==> src/rtl/chip8_pkg.sv <==
`default_nettype none
// ============================================================================
// Module   : chip8_pkg
// Purpose  : Shared types and constants for the CHIP-8 core memory stage and
//            the writeback stage it feeds.
// Contents : ADDR_W    - default memory address width
//            mem_op_e  - memory-stage operation selector
//            wb_beat_t - one beat delivered to writeback
// Revision : 1.0 - initial release
// ============================================================================
package chip8_pkg;

    localparam int ADDR_W = 12;

    typedef enum logic [1:0] {
        OP_PASS       = 2'd0,
        OP_STORE_REGS = 2'd1,
        OP_LOAD_REGS  = 2'd2,
        OP_BCD        = 2'd3
    } mem_op_e;

    // "reg" is a keyword, so the destination index field is called rd.
    typedef struct packed {
        logic [3:0]        rd;
        logic [7:0]        data;
        logic              we;
        logic              i_we;
        logic [ADDR_W-1:0] i_data;
        logic              last;
    } wb_beat_t;

endpackage
`default_nettype wire

==> src/rtl/bin2bcd8.sv <==
`default_nettype none
// ============================================================================
// Module   : bin2bcd8
// Purpose  : Combinational 8-bit binary to three-digit BCD (double-dabble).
// Ports    : bin      in  8  binary value (0..255)
//            hundreds out 4  hundreds digit (0..2)
//            tens     out 4  tens digit
//            ones     out 4  ones digit
// Revision : 1.0 - initial release
// ============================================================================
module bin2bcd8 (
    input  logic [7:0] bin,
    output logic [3:0] hundreds,
    output logic [3:0] tens,
    output logic [3:0] ones
);

    // Shift register: [19:16] hundreds, [15:12] tens, [11:8] ones, [7:0] bin.
    logic [19:0] w_sr;

    always_comb begin
        w_sr = {12'd0, bin};
        for (int k = 0; k < 8; k++) begin
            // Add 3 to any digit >= 5 so the following shift carries correctly.
            if (w_sr[11:8]  >= 4'd5) w_sr[11:8]  = w_sr[11:8]  + 4'd3;
            if (w_sr[15:12] >= 4'd5) w_sr[15:12] = w_sr[15:12] + 4'd3;
            if (w_sr[19:16] >= 4'd5) w_sr[19:16] = w_sr[19:16] + 4'd3;
            w_sr = w_sr << 1;
        end
        hundreds = w_sr[19:16];
        tens     = w_sr[15:12];
        ones     = w_sr[11:8];
    end

endmodule
`default_nettype wire

==> src/rtl/mem_stage.sv <==
`default_nettype none
// ============================================================================
// Module   : mem_stage
// Purpose  : Memory-access stage of the pipelined CHIP-8 core. Forwards ALU
//            results and sequences FX55 (store V0..VX), FX65 (load V0..VX)
//            and FX33 (BCD store) as one or more beats to writeback.
// Ports    : clk, rst                   clock, async active-high reset
//            in_valid/in_ready          execute handshake
//            in_op,in_x,in_i,in_vx      operation, X, current I, VX
//            in_dst,in_data,in_we       PASS destination/result/enable
//            rf_raddr/rf_rdata          register-file read (store)
//            mem_addr,mem_we,mem_wdata  memory write port
//            mem_re/mem_rdata           memory read (data one cycle later)
//            wb_valid/wb_ready          writeback handshake
//            wb_reg,wb_data,wb_we       register write beat
//            wb_i_we,wb_i_data,wb_last  I update, final-beat flag
// Revision : 1.0 - initial release
// ============================================================================
module mem_stage #(
    parameter int ADDR_W = chip8_pkg::ADDR_W,
    parameter int INC_I  = 1
) (
    input  logic              clk,
    input  logic              rst,
    input  logic              in_valid,
    output logic              in_ready,
    input  logic [1:0]        in_op,
    input  logic [3:0]        in_x,
    input  logic [ADDR_W-1:0] in_i,
    input  logic [7:0]        in_vx,
    input  logic [3:0]        in_dst,
    input  logic [7:0]        in_data,
    input  logic              in_we,
    output logic [3:0]        rf_raddr,
    input  logic [7:0]        rf_rdata,
    output logic [ADDR_W-1:0] mem_addr,
    output logic              mem_we,
    output logic [7:0]        mem_wdata,
    output logic              mem_re,
    input  logic [7:0]        mem_rdata,
    output logic              wb_valid,
    input  logic              wb_ready,
    output logic [3:0]        wb_reg,
    output logic [7:0]        wb_data,
    output logic              wb_we,
    output logic              wb_i_we,
    output logic [ADDR_W-1:0] wb_i_data,
    output logic              wb_last
);
    import chip8_pkg::*;

    typedef enum logic [2:0] {
        S_IDLE  = 3'd0,
        S_OUT   = 3'd1,
        S_STORE = 3'd2,
        S_LD_RD = 3'd3,
        S_LD_WB = 3'd4,
        S_BCD   = 3'd5
    } state_e;

    localparam logic c_inc_i = (INC_I != 0);

    state_e            r_state, w_state_nxt;
    logic [3:0]        r_idx, w_idx_nxt;
    logic [3:0]        r_x;
    logic [ADDR_W-1:0] r_i;
    logic [7:0]        r_vx;
    logic              r_ld_first;    // first cycle of LD_WB: read data is live

    logic              r_wb_valid, r_wb_we, r_wb_i_we, r_wb_last;
    logic [3:0]        r_wb_reg;
    logic [7:0]        r_wb_data;
    logic [ADDR_W-1:0] r_wb_i_data;

    logic              w_beat_load, w_beat_we, w_beat_i_we, w_beat_last;
    logic [3:0]        w_beat_reg;
    logic [7:0]        w_beat_data;
    logic [ADDR_W-1:0] w_beat_i_data;

    logic [ADDR_W-1:0] w_addr, w_i_next;
    logic [3:0]        w_hund, w_tens, w_ones, w_digit;
    logic              w_last_idx;

    bin2bcd8 u_bcd (
        .bin      (r_vx),
        .hundreds (w_hund),
        .tens     (w_tens),
        .ones     (w_ones)
    );

    assign w_addr     = r_i + ADDR_W'(r_idx);
    assign w_i_next   = r_i + ADDR_W'(r_x) + ADDR_W'(1);
    assign w_last_idx = (r_idx == r_x);
    assign w_digit    = (r_idx == 4'd0) ? w_hund :
                        (r_idx == 4'd1) ? w_tens : w_ones;

    always_comb begin
        w_state_nxt   = r_state;
        w_idx_nxt     = r_idx;
        w_beat_load   = 1'b0;
        w_beat_reg    = 4'd0;
        w_beat_data   = 8'd0;
        w_beat_we     = 1'b0;
        w_beat_i_we   = 1'b0;
        w_beat_i_data = '0;
        w_beat_last   = 1'b0;
        in_ready      = 1'b0;
        rf_raddr      = 4'd0;
        mem_addr      = '0;
        mem_we        = 1'b0;
        mem_wdata     = 8'd0;
        mem_re        = 1'b0;

        case (r_state)
            S_IDLE: begin
                in_ready = 1'b1;
                if (in_valid) begin
                    w_idx_nxt = 4'd0;
                    case (mem_op_e'(in_op))
                        OP_PASS: begin
                            w_state_nxt = S_OUT;
                            w_beat_load = 1'b1;
                            w_beat_reg  = in_dst;
                            w_beat_data = in_data;
                            w_beat_we   = in_we;
                            w_beat_last = 1'b1;
                        end
                        OP_STORE_REGS: w_state_nxt = S_STORE;
                        OP_LOAD_REGS:  w_state_nxt = S_LD_RD;
                        default:       w_state_nxt = S_BCD;
                    endcase
                end
            end
            S_OUT: begin
                if (wb_ready) w_state_nxt = S_IDLE;
            end
            S_STORE: begin
                rf_raddr  = r_idx;
                mem_we    = 1'b1;
                mem_addr  = w_addr;
                mem_wdata = rf_rdata;
                if (w_last_idx) begin
                    w_state_nxt   = S_OUT;
                    w_beat_load   = 1'b1;
                    w_beat_i_we   = c_inc_i;
                    w_beat_i_data = w_i_next;
                    w_beat_last   = 1'b1;
                end else begin
                    w_idx_nxt = r_idx + 4'd1;
                end
            end
            S_LD_RD: begin
                // Beat metadata is registered now; its data arrives next cycle.
                mem_re        = 1'b1;
                mem_addr      = w_addr;
                w_state_nxt   = S_LD_WB;
                w_beat_load   = 1'b1;
                w_beat_reg    = r_idx;
                w_beat_we     = 1'b1;
                w_beat_last   = w_last_idx;
                w_beat_i_we   = w_last_idx & c_inc_i;
                w_beat_i_data = w_last_idx ? w_i_next : '0;
            end
            S_LD_WB: begin
                if (wb_ready) begin
                    if (r_wb_last) begin
                        w_state_nxt = S_IDLE;
                    end else begin
                        w_idx_nxt   = r_idx + 4'd1;
                        w_state_nxt = S_LD_RD;
                    end
                end
            end
            S_BCD: begin
                mem_we    = 1'b1;
                mem_addr  = w_addr;
                mem_wdata = {4'd0, w_digit};
                if (r_idx == 4'd2) begin
                    w_state_nxt = S_OUT;
                    w_beat_load = 1'b1;
                    w_beat_last = 1'b1;
                end else begin
                    w_idx_nxt = r_idx + 4'd1;
                end
            end
            default: w_state_nxt = S_IDLE;
        endcase
    end

    always_ff @(posedge clk or posedge rst) begin
        if (rst) begin
            r_state     <= S_IDLE;
            r_idx       <= 4'd0;
            r_x         <= 4'd0;
            r_i         <= '0;
            r_vx        <= 8'd0;
            r_ld_first  <= 1'b0;
            r_wb_valid  <= 1'b0;
            r_wb_reg    <= 4'd0;
            r_wb_data   <= 8'd0;
            r_wb_we     <= 1'b0;
            r_wb_i_we   <= 1'b0;
            r_wb_i_data <= '0;
            r_wb_last   <= 1'b0;
        end else begin
            r_state    <= w_state_nxt;
            r_idx      <= w_idx_nxt;
            r_ld_first <= (r_state == S_LD_RD);
            if (r_state == S_IDLE && in_valid) begin
                r_x  <= in_x;
                r_i  <= in_i;
                r_vx <= in_vx;
            end
            if (w_beat_load) begin
                r_wb_valid  <= 1'b1;
                r_wb_reg    <= w_beat_reg;
                r_wb_data   <= w_beat_data;
                r_wb_we     <= w_beat_we;
                r_wb_i_we   <= w_beat_i_we;
                r_wb_i_data <= w_beat_i_data;
                r_wb_last   <= w_beat_last;
            end else if (r_wb_valid && wb_ready) begin
                r_wb_valid  <= 1'b0;
                r_wb_reg    <= 4'd0;
                r_wb_data   <= 8'd0;
                r_wb_we     <= 1'b0;
                r_wb_i_we   <= 1'b0;
                r_wb_i_data <= '0;
                r_wb_last   <= 1'b0;
            end else if (r_ld_first) begin
                // Stalled load beat: hold the read data, the memory may not.
                r_wb_data <= mem_rdata;
            end
        end
    end

    assign wb_valid  = r_wb_valid;
    assign wb_reg    = r_wb_reg;
    assign wb_data   = r_ld_first ? mem_rdata : r_wb_data;
    assign wb_we     = r_wb_we;
    assign wb_i_we   = r_wb_i_we;
    assign wb_i_data = r_wb_i_data;
    assign wb_last   = r_wb_last;

endmodule
`default_nettype wire

==> config.mk <==
export PLATFORM = sky130hd
export DESIGN_NAME = mem_stage
export DESIGN_NICKNAME = d
export VERILOG_FILES = /design/src/rtl/chip8_pkg.sv /design/src/rtl/bin2bcd8.sv /design/src/rtl/mem_stage.sv
export SDC_FILE = /design/constraint.sdc
export NUM_CORES = 1
export LEC_CHECK = 0
export CAP_MARGIN = 30
export CORE_MARGIN = 1.5
export CORE_UTILIZATION = 35
export CTS_CLUSTER_DIAMETER = 40
export DETAILED_ROUTE_END_ITERATION = 8
export GPL_TIMING_DRIVEN = 0
export PLACE_DENSITY = 0.72
export SYNTH_ARGS = -nofsm -noshare
export SYNTH_HDL_FRONTEND = slang
export SYNTH_SLANG_ARGS = --single-unit
export TNS_END_PERCENT = 100
==> constraint.sdc <==
create_clock -name clk -period 11.9 [get_ports clk]
set_input_delay 3.57 -clock clk [delete_from_list [all_inputs] [get_ports clk]]
set_output_delay 3.57 -clock clk [all_outputs]
set_load 0.03 [all_outputs]
* Yosys cells after proc, flatten, opt, wreduce, memory -nomap -nowiden
Index checks and enable logic that the tools add are counted.
** Operators by class
- Muxes and demuxes :: 70
- Eq/ne operators :: 18
- $lt $le $gt $ge :: 18
- $add $sub $neg :: 22
- Reduce and logical (&&, ||, !) cells :: 12
** Operators by type and width (number)
- 4-bit two-way mux :: 24
- 4-bit by 3-bit greater-or-equal comparator with 1-bit output, second input constant :: 15
- 12-bit two-way mux :: 5
- 8-bit two-way mux :: 6
- 4-bit by 2-bit adder with 4-bit output, second input constant :: 11
- 3-bit two-way mux :: 11
- 12-bit by 4-bit adder with 12-bit output :: 2
- 3-bit one-hot mux with 6 select lines :: 1
- 2-bit inequality test, second input constant :: 8
- 4-bit one-hot mux with 4 select lines :: 1
- 8-bit one-hot mux with 2 select lines :: 1
- 1-bit two-way mux :: 14
- 12-bit by 1-bit adder with 12-bit output, second input constant :: 1
- 3-bit by 2-bit adder with 3-bit output, second input constant :: 4
- 3-bit one-hot mux with 3 select lines :: 1
- 1-bit one-hot mux with 4 select lines :: 2
- 4-bit one-hot mux with 2 select lines :: 1
- 1-bit by 2-bit adder with 3-bit output, second input constant :: 2
- 3-bit by 2-bit equality test with 1-bit output, second input constant :: 2
- 3-bit equality test, second input constant :: 2
- 1-bit by 3-bit greater-or-equal comparator with 1-bit output, second input constant :: 2
- 6-bit AND reduction :: 1
- 5-bit AND reduction :: 1
- 4-bit by 1-bit adder with 4-bit output, second input constant :: 1
- other kinds (18) :: 21
** Storage, ports and cells
- Logic and storage cells :: 153
- Register bits after elaboration :: 60
- Input port bits :: 59

* Longest topological paths before layout
Gate-level depths: netlist (run 1).
- Depth in word-level cells :: 17
- Gate-level depth with buffers :: 24
- Depth with buffers taken out :: 23

* Hierarchy
From an unflattened synthesis (run 1), not the netlist that was laid out.
** Second synthesis, totals
- Cells, all modules :: 532
- Area, all modules :: 4556.9 µm²
** Modules (own cells, without submodules)
- mem_stage :: cells each 386, instances 1, seq. area each 1501.4 µm², area an instance 3549.7 µm²
- bin2bcd8 :: cells each 146, instances 1, seq. area each 0.0 µm², area an instance 1007.2 µm²

* Worst setup path after synthesis (run 1)
No wires, ideal clock.
- Path type :: register to output
- Start :: reg r_vx[5]
- End :: out mem_wdata[1]
- Data arrival time :: 5514 ps
- Data required time :: 8330 ps
- Setup slack :: 2816 ps
- Stages on the path, launching flop included :: 24
- Path through :: dfrtp_1 -> inv_1 -> ha_1 -> inv_1 -> ha_1 -> a21o_1 -> xnor2_1 -> ha_1 -> buf_2 -> a221o_1 -> and3_1 -> or2_2 -> ha_1 -> and3b_1 -> a311oi_1 -> o32ai_1 -> nor3_1 -> o32ai_2 -> xnor2_2 -> ha_1 -> inv_1 -> a211oi_2 -> nor4b_1 -> nor3_1
** On the way
- Cells in the longest elaborated chain, start to end :: 13
- Elaborated cells between the ends (all ways) :: 38
- Those cells by class :: 11 x add/sub; 12 x order compare; 15 x mux
** RTL lines
- start, declared :: line mem_stage.sv:67 : logic [7:0] r_vx;
- start signal, assigned :: line mem_stage.sv:212 : r_vx <= in_vx;
- 4-bit by 2-bit adder with 4-bit output or 4-bit by 3-bit greater-or-equal comparator with 1-bit output (tied branches) :: line bin2bcd8.sv:25 : if (w_sr[11:8] >= 4'd5) w_sr[11:8] = w_sr[11:8] + 4'd3;
- 4-bit two-way mux * :: line bin2bcd8.sv:25
- 4-bit by 2-bit adder with 4-bit output, or another cell as far along :: line bin2bcd8.sv:25
- 4-bit two-way mux, on equally long branches :: line bin2bcd8.sv:25, bin2bcd8.sv:26
- 4-bit by 2-bit adder with 4-bit output, or another cell as far along :: line bin2bcd8.sv:25
- 4-bit two-way mux, on equally long branches :: line bin2bcd8.sv:25, bin2bcd8.sv:26
- 4-bit by 2-bit adder with 4-bit output, or another cell as far along :: line bin2bcd8.sv:25
- 4-bit two-way mux, on equally long branches :: line bin2bcd8.sv:25, bin2bcd8.sv:26
- 4-bit by 2-bit adder with 4-bit output, or another cell as far along :: line bin2bcd8.sv:26 : if (w_sr[15:12] >= 4'd5) w_sr[15:12] = w_sr[15:12] + 4'd3;
- 4-bit two-way mux, on equally long branches :: line bin2bcd8.sv:26, bin2bcd8.sv:25
- 4-bit two-way mux :: line mem_stage.sv:95 : (r_idx == 4'd1) ? w_tens : w_ones;
- 4-bit two-way mux * :: line mem_stage.sv:94 : assign w_digit = (r_idx == 4'd0) ? w_hund :
- 8-bit one-hot mux with 2 select lines * :: line mem_stage.sv:114 : case (r_state)
- end, declared :: line mem_stage.sv:38 : output logic [7:0] mem_wdata,
Mark *: on every way between the ends. The rest lies on a longest branch, timed or not.

* Worst setup path after layout (run 1)
- Start :: reg r_vx[5]
- End :: out mem_wdata[0]
** On the way
- Cells in the longest elaborated chain, start to end :: 13
- Elaborated cells between the ends (all ways) :: 30
- Those cells by class :: 9 x add/sub; 9 x order compare; 12 x mux
** RTL lines (line)
- 4-bit by 2-bit adder with 4-bit output or 4-bit by 3-bit greater-or-equal comparator with 1-bit output (tied branches) :: bin2bcd8.sv:25
- 4-bit two-way mux * :: bin2bcd8.sv:25
- 4-bit by 2-bit adder with 4-bit output or 4-bit by 3-bit greater-or-equal comparator with 1-bit output (tied branches) :: bin2bcd8.sv:25
- 4-bit two-way mux :: bin2bcd8.sv:25
- 4-bit by 2-bit adder with 4-bit output or 4-bit by 3-bit greater-or-equal comparator with 1-bit output (tied branches) :: bin2bcd8.sv:25
- 4-bit two-way mux :: bin2bcd8.sv:25
- 4-bit by 3-bit greater-or-equal comparator with 1-bit output or 4-bit by 2-bit adder with 4-bit output (tied branches) :: bin2bcd8.sv:25
- 4-bit two-way mux :: bin2bcd8.sv:25
- 4-bit by 2-bit adder with 4-bit output or 4-bit by 3-bit greater-or-equal comparator with 1-bit output (tied branches) :: bin2bcd8.sv:25
- 4-bit two-way mux :: bin2bcd8.sv:25
- 4-bit two-way mux :: mem_stage.sv:95
- 4-bit two-way mux * :: mem_stage.sv:94
- 8-bit one-hot mux with 2 select lines * :: mem_stage.sv:114
Marks and branches as above.

==> flow_metrics.tcl, run 1 <==
set metrics [dict create \
    rows 40 \
    syn_area_um2 4350 \
    wl_met2_mm 6.03 \
    die_area_um2 13100 \
    fin_tns_setup_ns 0 \
    final_common_cell "clkdlybuf4s50_1" \
    min_path_cells 2 \
    ctsResizeCount 0 \
    final_nets 701 \
    ant_nets 0 \
    routed_wl_mm 12.1 \
    met3_length_um 802 \
    first_pass_iters 5 \
    cp-end-kind "output pin" \
    max_cap_violations 0 \
    cts_made_buffers 9 \
    cts-root-buf "clkbuf_16" \
    min_path_type "reg -> reg" \
    worstMarginPinSlew_ns 0.688 \
    seq_area_frac_synth_pct 34.5 \
    skew_ns 0.00565 \
    dieHeight_um 115 \
    crit_fanout 9 \
    startpoint_type "flip-flop" \
    cts_tree "yes" \
    layout-drive-gt1-share_pct 10.2 \
    grt_pass1_vias 4190 \
    track_usage_pct 19.1 \
    ys.warnings.count 0 \
    core_um2 12100 \
    top_layer "met4" \
    crit_top_cell "ha_1" \
    gp_congestion 0.895 \
    holdBufCountCts 0 \
    area_growth_pct 38.7 \
    grt_max_degree 43 \
    htree_levels 3 \
    path_clk_slew_ns 0.05 \
    min_period_ns 10.34 \
    vias_per_cell 5.25 \
    path_cells "inv_1, ha_1, inv_1, ha_1, a21o_1, xnor2_1, ha_1, buf_2, a221o_1, and3_1, or2_2, ha_1, and3b_1, a311oi_1, o32ai_1, nor3_1, o32ai_2, xnor2_2, ha_1, a2111oi_0, a2111oi_0, o21ai_0, a32o_1, clkdlybuf4s50_1" \
    reg2reg_depth 6 \
    period_share_pct 86.9 \
    slew_viol_final 0 \
    hold_end "wb_i_data[5]$_DFFE_PP0P_" \
    rr_endpoint "r_i[3]$_DFFE_PP0P_" \
    cp_slowest_cell "clkdlybuf4s50_1" \
    synthDistinctLibCells 65 \
    grt_pass1_wl_mm 20.2 \
    final_area_um2 6040 \
    worstPathArrival_ns 6.77 \
    final_cell_mix "clkdlybuf4s50_1 (113), dfrtp_1 (60), nand2_1 (56)" \
    final-hold-violation-count 0 \
    crit_type "reg -> out" \
    start_util_pct 36.1 \
    wl_per_cell_um 15.4 \
    wl_met1_mm 5.22 \
    ys_seq_elements 60 \
    vias 4140 \
    hold_start "wb_i_data[5]$_DFFE_PP0P_" \
    clock_path_buffers 2 \
    r2r_slack_ns 9.13 \
    postPlaceCellArea_um2 5710 \
    crit_required_ns 8.33 \
    clk-insertion-delay-late_ns 0.32 \
    outcome "completed" \
    synth_edf_count 0 \
    slew_headroom_pct 54.1 \
    dp_hpwl_mm 9.11 \
    setup_viol 0 \
    synth_async_sr_flop_share_pct 100 \
    ios 114 \
    slowest_delay_ns 0.59 \
    avgSynthCellArea_um2 8.87 \
    clock-sinks 60 \
    n_antenna_cell 0 \
    max_clock_freq_mhz 96.7 \
    die_w_um 115 \
    syn_inst 491 \
    drc 0 \
    grt.overflow.total 0 \
    rsz0062_at_grt "no" \
    first_iter_violations 280 \
    grt_antenna_before_repair 0 \
    ys.flop_type "dfrtp_1" \
    r2r-start "r_state[1]$_DFFE_PP0P_" \
    port_buffers 113 \
    cts_setup_buffers 0 \
    syn_nets 576 \
]
[worst max-delay path: cells and delay by family (launching register included)]
kind	cells	cell delay, ns
AO/OA/AOI/OAI	9	2.26
XOR/XNOR	2	0.56
adder cells (fa/ha/maj)	5	1.16
buffers and inverters	4	0.91
flip-flops	1	0.43
AND/OR/NAND/NOR	4	1.12
[through the flow]
stage	utilization [%]	std cells	hold slack (ns)	worst slack, ns
3_3_place_gp	47.2	772	0.460	1.98
6_report	50.1	788	0.480	1.56
5_1_grt	50.1	788	0.508	1.09
2_1_floorplan	-	491	0.481	2.82
3_5_place_dp	47.4	773	0.471	1.96
4_1_cts	50.1	788	0.485	1.59
[layer usage]
layer  vias to the layer above  global-route usage (%)
met2                       143                    32.8
met5                         -                       0
met4                         0                    4.33
li1                       2007                       -
met3                         9                    4.98
met1                      1981                    24.1
[worst max-delay path by stage]
stage          slack (ns)                 from  cells after the start           end
2_1_floorplan        2.82  r_vx[5]$_DFFE_PP0P_                     23  mem_wdata[1]
3_3_place_gp         1.98  r_vx[5]$_DFFE_PP0P_                     24  mem_wdata[0]
3_5_place_dp         1.96  r_vx[5]$_DFFE_PP0P_                     24  mem_wdata[1]
4_1_cts              1.59  r_vx[5]$_DFFE_PP0P_                     24  mem_wdata[0]
5_1_grt              1.09  r_vx[5]$_DFFE_PP0P_                     24  mem_wdata[0]
6_report             1.56  r_vx[5]$_DFFE_PP0P_                     24  mem_wdata[0]
[logic make-up (layout without fill, tap and decap cells)]
kind of cell | Yosys count | in the layout | share of synthesized area (%)
AND/OR/NAND/NOR | 156 | 156 | 17.3
AO/OA/AOI/OAI | 133 | 133 | 21.6
buffers and inverters | 57 | 186 | 5.00
multiplexers | 31 | 31 | 7.93
adder cells (fa/ha/maj) | 26 | 26 | 7.82
flip-flops | 60 | 60 | 34.5
XOR/XNOR | 28 | 28 | 5.81
[cells in the mapped netlist, types with 4 or more instances]
cell / instances / area [µm²]
and3_1: 10 / 62.6
mux2_2: 25 / 282
a222oi_1: 4 / 40.0
and2_1: 4 / 25.0
xnor2_1: 12 / 105
dfrtp_1: 60 / 1500
nor2_1: 34 / 128
nand4_1: 4 / 25.0
nand2b_1: 4 / 25.0
ha_1: 24 / 300
nand2_1: 56 / 210
or3_1: 5 / 31.3
mux2i_1: 5 / 50.1
nor2b_1: 8 / 50.1
a21o_1: 9 / 67.6
a22o_1: 8 / 70.1
inv_1: 34 / 128
o21ai_0: 39 / 195
a21oi_1: 28 / 140
clkbuf_1: 19 / 71.3
nand3_1: 7 / 35.0
xor2_1: 15 / 131
nor3_1: 10 / 50.1
[layout make-up]
cell class | instances | area [µm²]
multi-input combinational | 374 | 2630
buffer | 23 | 90.1
clock inverter | 4 | 72.6
clock buffer | 11 | 253
timing repair buffer | 114 | 1150
inverter | 34 | 128
fill | 1094 | 6020
tap | 168 | 210
sequential | 60 | 1500
Power of run 1 is left out: the tool's default activity adds up to more than one toggle a clock period on the data nets, which glitch-free logic cannot reach.
==> inputs of run 2 (changes only) <==
CORE_ASPECT_RATIO = 2   (was not set)
RECOVER_POWER = 50   (was not set)
==> run 2 against run 1 <==
  * The run now ends with capacitance limit, slew limit left
  * Global-route usage rose by 2.5 points
  * Critical path depth did not move
  * Fmax fell by 3.1%
  * Die area grew 0.31%
  * Final area shrank 1.4%
  * Hold slack worse by 0.0054 ns
  * Non-clock buffer count did not move
  * Worst setup slack got worse by 0.33 ns
  * Utilization down 0.96 points
  * Register-to-register slack got worse by 0.16 ns
==> flow_metrics.tcl, run 2 (synthesis gave the netlist of run 1 again) <==
set metrics [dict create \
    clk-insertion-delay-late_ns 0.33 \
    track_usage_pct 21.6 \
    core_um2 12100 \
    grt_most_used_layer "met2" \
    place_ws_ns 1.70 \
    startpoint_type "flip-flop" \
    slew_headroom_pct -2.25 \
    final_common_cell "clkdlybuf4s50_1" \
    ant_nets 0 \
    cts_setup_buffers 0 \
    worstPathArrival_ns 7.10 \
    cp-end-kind "output pin" \
    min_path_type "reg -> reg" \
    clock_path_buffers 2 \
    min_period_ns 10.67 \
    dieHeight_um 161 \
    port_buffers 113 \
    ios 114 \
    cts_tree "yes" \
    outcome "complete, but fails checks" \
    first_iter_violations 281 \
    routed_wl_mm 13.3 \
    crit_top_cell "ha_1" \
    use_met3_pct 4.15 \
    grt_pass1_vias 4521 \
    postPlaceCellArea_um2 5690 \
    slowest_delay_ns 0.58 \
    final_nets 701 \
    grt.overflow.total 0 \
    fin_tns_setup_ns 0 \
    skew_ns 0.00375 \
    rows 57 \
    final_cell_mix "clkdlybuf4s50_1 (90), dfrtp_1 (60), nand2_1 (56)" \
    drc 0 \
    worstMarginPinSlew_ns 1.53 \
    n_antenna_cell 0 \
    path_cells "inv_1, ha_1, inv_1, ha_1, a21o_1, xnor2_1, ha_1, buf_2, a221o_1, and3_1, or2_2, ha_1, and3b_1, a311oi_1, o32ai_1, nor3_1, o32ai_2, xnor2_2, ha_1, a2111oi_0, a2111oi_0, o21ai_0, a32o_1, clkdlybuf4s50_1" \
    grt_max_degree 34 \
    htree_levels 3 \
    first_pass_iters 5 \
    violations "capacitance limit, slew limit" \
    worst_slack_ns 1.23 \
    vias_per_cell 5.46 \
    grt_antenna_before_repair 0 \
    period_share_pct 89.7 \
    path_clk_slew_ns 0.05 \
    start_util_pct 35.9 \
    gp_congestion 0.985 \
    crit_required_ns 8.33 \
    dp_hpwl_mm 10.4 \
    ctsResizeCount 0 \
    grt_pass1_wl_mm 21.8 \
    wl_per_cell_um 17.4 \
    final-hold-violation-count 0 \
    die_w_um 81.9 \
    setup_viol 0 \
    hold_slack_ns 0.475 \
    vias 4192 \
    cp_slowest_cell "clkdlybuf4s50_1" \
    cts_made_buffers 9 \
    max_clock_freq_mhz 93.7 \
    grt_use_met2_pct 40.5 \
    worstPathBufferInverterCount 4 \
    cts-root-buf "clkbuf_16" \
    use_met1_pct 21.4 \
    crit_fanout 9 \
    clock-sinks 60 \
    holdBufCountCts 0 \
    crit_family "compound AO/OA/AOI/OAI gates" \
    max_cap_violations 1 \
    rsz0062_at_grt "no" \
    crit_type "reg -> out" \
    slew_viol_final 29 \
    die_area_um2 13200 \
    layout-drive-gt1-share_pct 9.50 \
    final_area_um2 5950 \
    area_growth_pct 36.8 \
]
[run 2: area by class of cell]
type	count	area, µm²
Sequential cell	60	1500
Multi-Input combinational cell	374	2630
Clock buffer	15	278
Inverter	34	128
Timing Repair Buffer	114	1130
Buffer	23	90.1
Clock inverter	1	5.00
Fill cell	1164	6170
Tap cell	147	184
[run 2: final timing paths]
path | slack [ns] | cells past startpoint | to | startpoint
min | 0.48 | 2 | wb_i_data[10]$_DFFE_PP0P_ | wb_i_data[10]$_DFFE_PP0P_
max in group asynchronous | 5.82 | 3 | r_i[2]$_DFFE_PP0P_ | rst
max reg2reg | 8.97 | 6 | r_x[3]$_DFFE_PP0P_ | r_state[1]$_DFFE_PP0P_
min reg2reg | 0.48 | 2 | wb_i_data[10]$_DFFE_PP0P_ | wb_i_data[10]$_DFFE_PP0P_
min in group asynchronous | 4.05 | 2 | wb_we$_DFFE_PP0P_ | rst
max | 1.23 | 24 | mem_wdata[0] | r_vx[5]$_DFFE_PP0P_
[run 2: worst min-delay path, cell delays in order, from the launching register on]
cell and delay [ns]:
dfrtp_1 0.33, nand2_1 0.04, o21ai_0 0.06
[run 2: stage by stage]
stage          utilization [%]  cells
2_1_floorplan                -    491
3_3_place_gp              46.7    751
3_5_place_dp              46.9    752
4_1_cts                   49.2    768
5_1_grt                   49.1    768
6_report                  49.1    768
[run 2: per-layer routing]
layer / vias up / share of wire [%]
li1: 2002 / -
met1: 1992 / 35
met2: 156 / 56
met3: 42 / 4.8
met4: 0 / 4.1
met5: - / 0
Power of run 2 is left out for the same reason.
==> inputs of run 3 (changes only) <==
CTS_BUF_LIST = sky130_fd_sc_hd__clkbuf_8   (was not set)
==> run 3 against run 2 <==
  * The run still ends with capacitance limit, slew limit left
  * Cell count unchanged
  * Via count up 0.19%
  * Worst setup slack worse by 0.084 ns
  * Critical path depth unchanged
  * First-iteration DRC count down 19%
  * Clock skew up 0.0035 ns
  * Largest cell class unchanged
==> flow_metrics.tcl, run 3 (synthesis gave the netlist of run 1 again) <==
set metrics [dict create \
    outcome "complete, but fails checks" \
    grt_pass1_wl_mm 21.7 \
    cts_tree "yes" \
    final_cell_mix "clkdlybuf4s50_1 (93), dfrtp_1 (60), nand2_1 (56)" \
    path_clk_slew_ns 0.07 \
    postPlaceCellArea_um2 5690 \
    dieHeight_um 161 \
    clk-insertion-delay-late_ns 0.35 \
    htree_levels 3 \
    cts_setup_buffers 0 \
    n_antenna_cell 0 \
    drc 0 \
    min_path_type "reg -> reg" \
    cts-root-buf "clkbuf_8" \
    startpoint_type "flip-flop" \
    crit_required_ns 8.33 \
    worst_slack_ns 1.15 \
    min_period_ns 10.75 \
    clock_path_buffers 2 \
    final_common_cell "clkdlybuf4s50_1" \
    ant_nets 0 \
    first_pass_iters 5 \
    min_path_cells 2 \
    final_nets 701 \
    cp-end-kind "output pin" \
    start_util_pct 35.9 \
    reg2reg_depth 6 \
    setup_viol 0 \
    track_usage_pct 21.7 \
    rows 57 \
    worstMarginPinSlew_ns 1.51 \
    worstPathArrival_ns 7.18 \
    wl_per_cell_um 17.3 \
    max_clock_freq_mhz 93.0 \
    crit_type "reg -> out" \
    crit_fanout 9 \
    vias 4200 \
    final-hold-violation-count 0 \
    slew_viol_final 29 \
    r2r_slack_ns 8.95 \
    die_area_um2 13200 \
    rsz0062_at_grt "no" \
    skew_ns 0.00723 \
    grt_antenna_before_repair 0 \
    grt_max_degree 34 \
    dp_hpwl_mm 10.4 \
    grt.overflow.total 0 \
    core_um2 12100 \
    gp_congestion 0.985 \
    area_growth_pct 34.5 \
    clock-sinks 60 \
    period_share_pct 90.4 \
    cts_made_buffers 9 \
    routed_wl_mm 13.3 \
    layout-drive-gt1-share_pct 9.50 \
    first_iter_violations 227 \
    holdBufCountCts 0 \
    grt_pass1_vias 4477 \
    vias_per_cell 5.47 \
    die_w_um 81.9 \
    ios 114 \
    ctsResizeCount 0 \
    violations "capacitance limit, slew limit" \
    port_buffers 113 \
    final_area_um2 5850 \
    fin_tns_setup_ns 0 \
    place_ws_ns 1.70 \
    max_cap_violations 1 \
    slew_headroom_pct -0.732 \
]
run 3: critical path, stage by stage (launching register included):
cell,delay [ns]
dfrtp_1,0.45
inv_1,0.09
ha_1,0.20
inv_1,0.05
ha_1,0.28
a21o_1,0.22
xnor2_1,0.16
ha_1,0.22
buf_2,0.18
a221o_1,0.41
and3_1,0.24
or2_2,0.33
ha_1,0.25
and3b_1,0.20
a311oi_1,0.44
o32ai_1,0.24
nor3_1,0.47
o32ai_2,0.17
xnor2_2,0.34
ha_1,0.35
a2111oi_0,0.12
a2111oi_0,0.39
o21ai_0,0.19
a32o_1,0.25
clkdlybuf4s50_1,0.58
run 3: worst paths after layout:
path / startpoint / to
min in group asynchronous: rst / wb_we$_DFFE_PP0P_
worst max-delay path: r_vx[5]$_DFFE_PP0P_ / mem_wdata[0]
worst max register to register: r_state[1]$_DFFE_PP0P_ / r_i[2]$_DFFE_PP0P_
worst min register to register: wb_i_data[10]$_DFFE_PP0P_ / wb_i_data[10]$_DFFE_PP0P_
max in group asynchronous: rst / r_i[2]$_DFFE_PP0P_
worst min-delay path: wb_i_data[10]$_DFFE_PP0P_ / wb_i_data[10]$_DFFE_PP0P_
run 3: area by class of cell:
cell class | count | area (µm²)
Multi-Input combinational cell | 374 | 2630
Tap cell | 147 | 184
Clock buffer | 12 | 165
Clock inverter | 4 | 16.3
Sequential cell | 60 | 1500
Fill cell | 1180 | 6270
Inverter | 34 | 128
Buffer | 23 | 90.1
Timing Repair Buffer | 114 | 1130
run 3: per-layer routing:
metal | global-route usage [%] | wire length, µm
met2 | 40.3 | 7480
met1 | 21.4 | 4640
met4 | 10.8 | 488
met5 | 0 | 0
met3 | 4.60 | 685
run 3: metrics by stage:
stage               instances  hold slack, ns  util [%]
floorplan                 491           0.481         -
CTS                       768           0.488      48.4
global placement          751           0.468      46.7
finish                    768           0.478      48.3
global route              768           0.510      48.3
detailed placement        752           0.474      46.9
Power of run 3 is left out for the same reason.
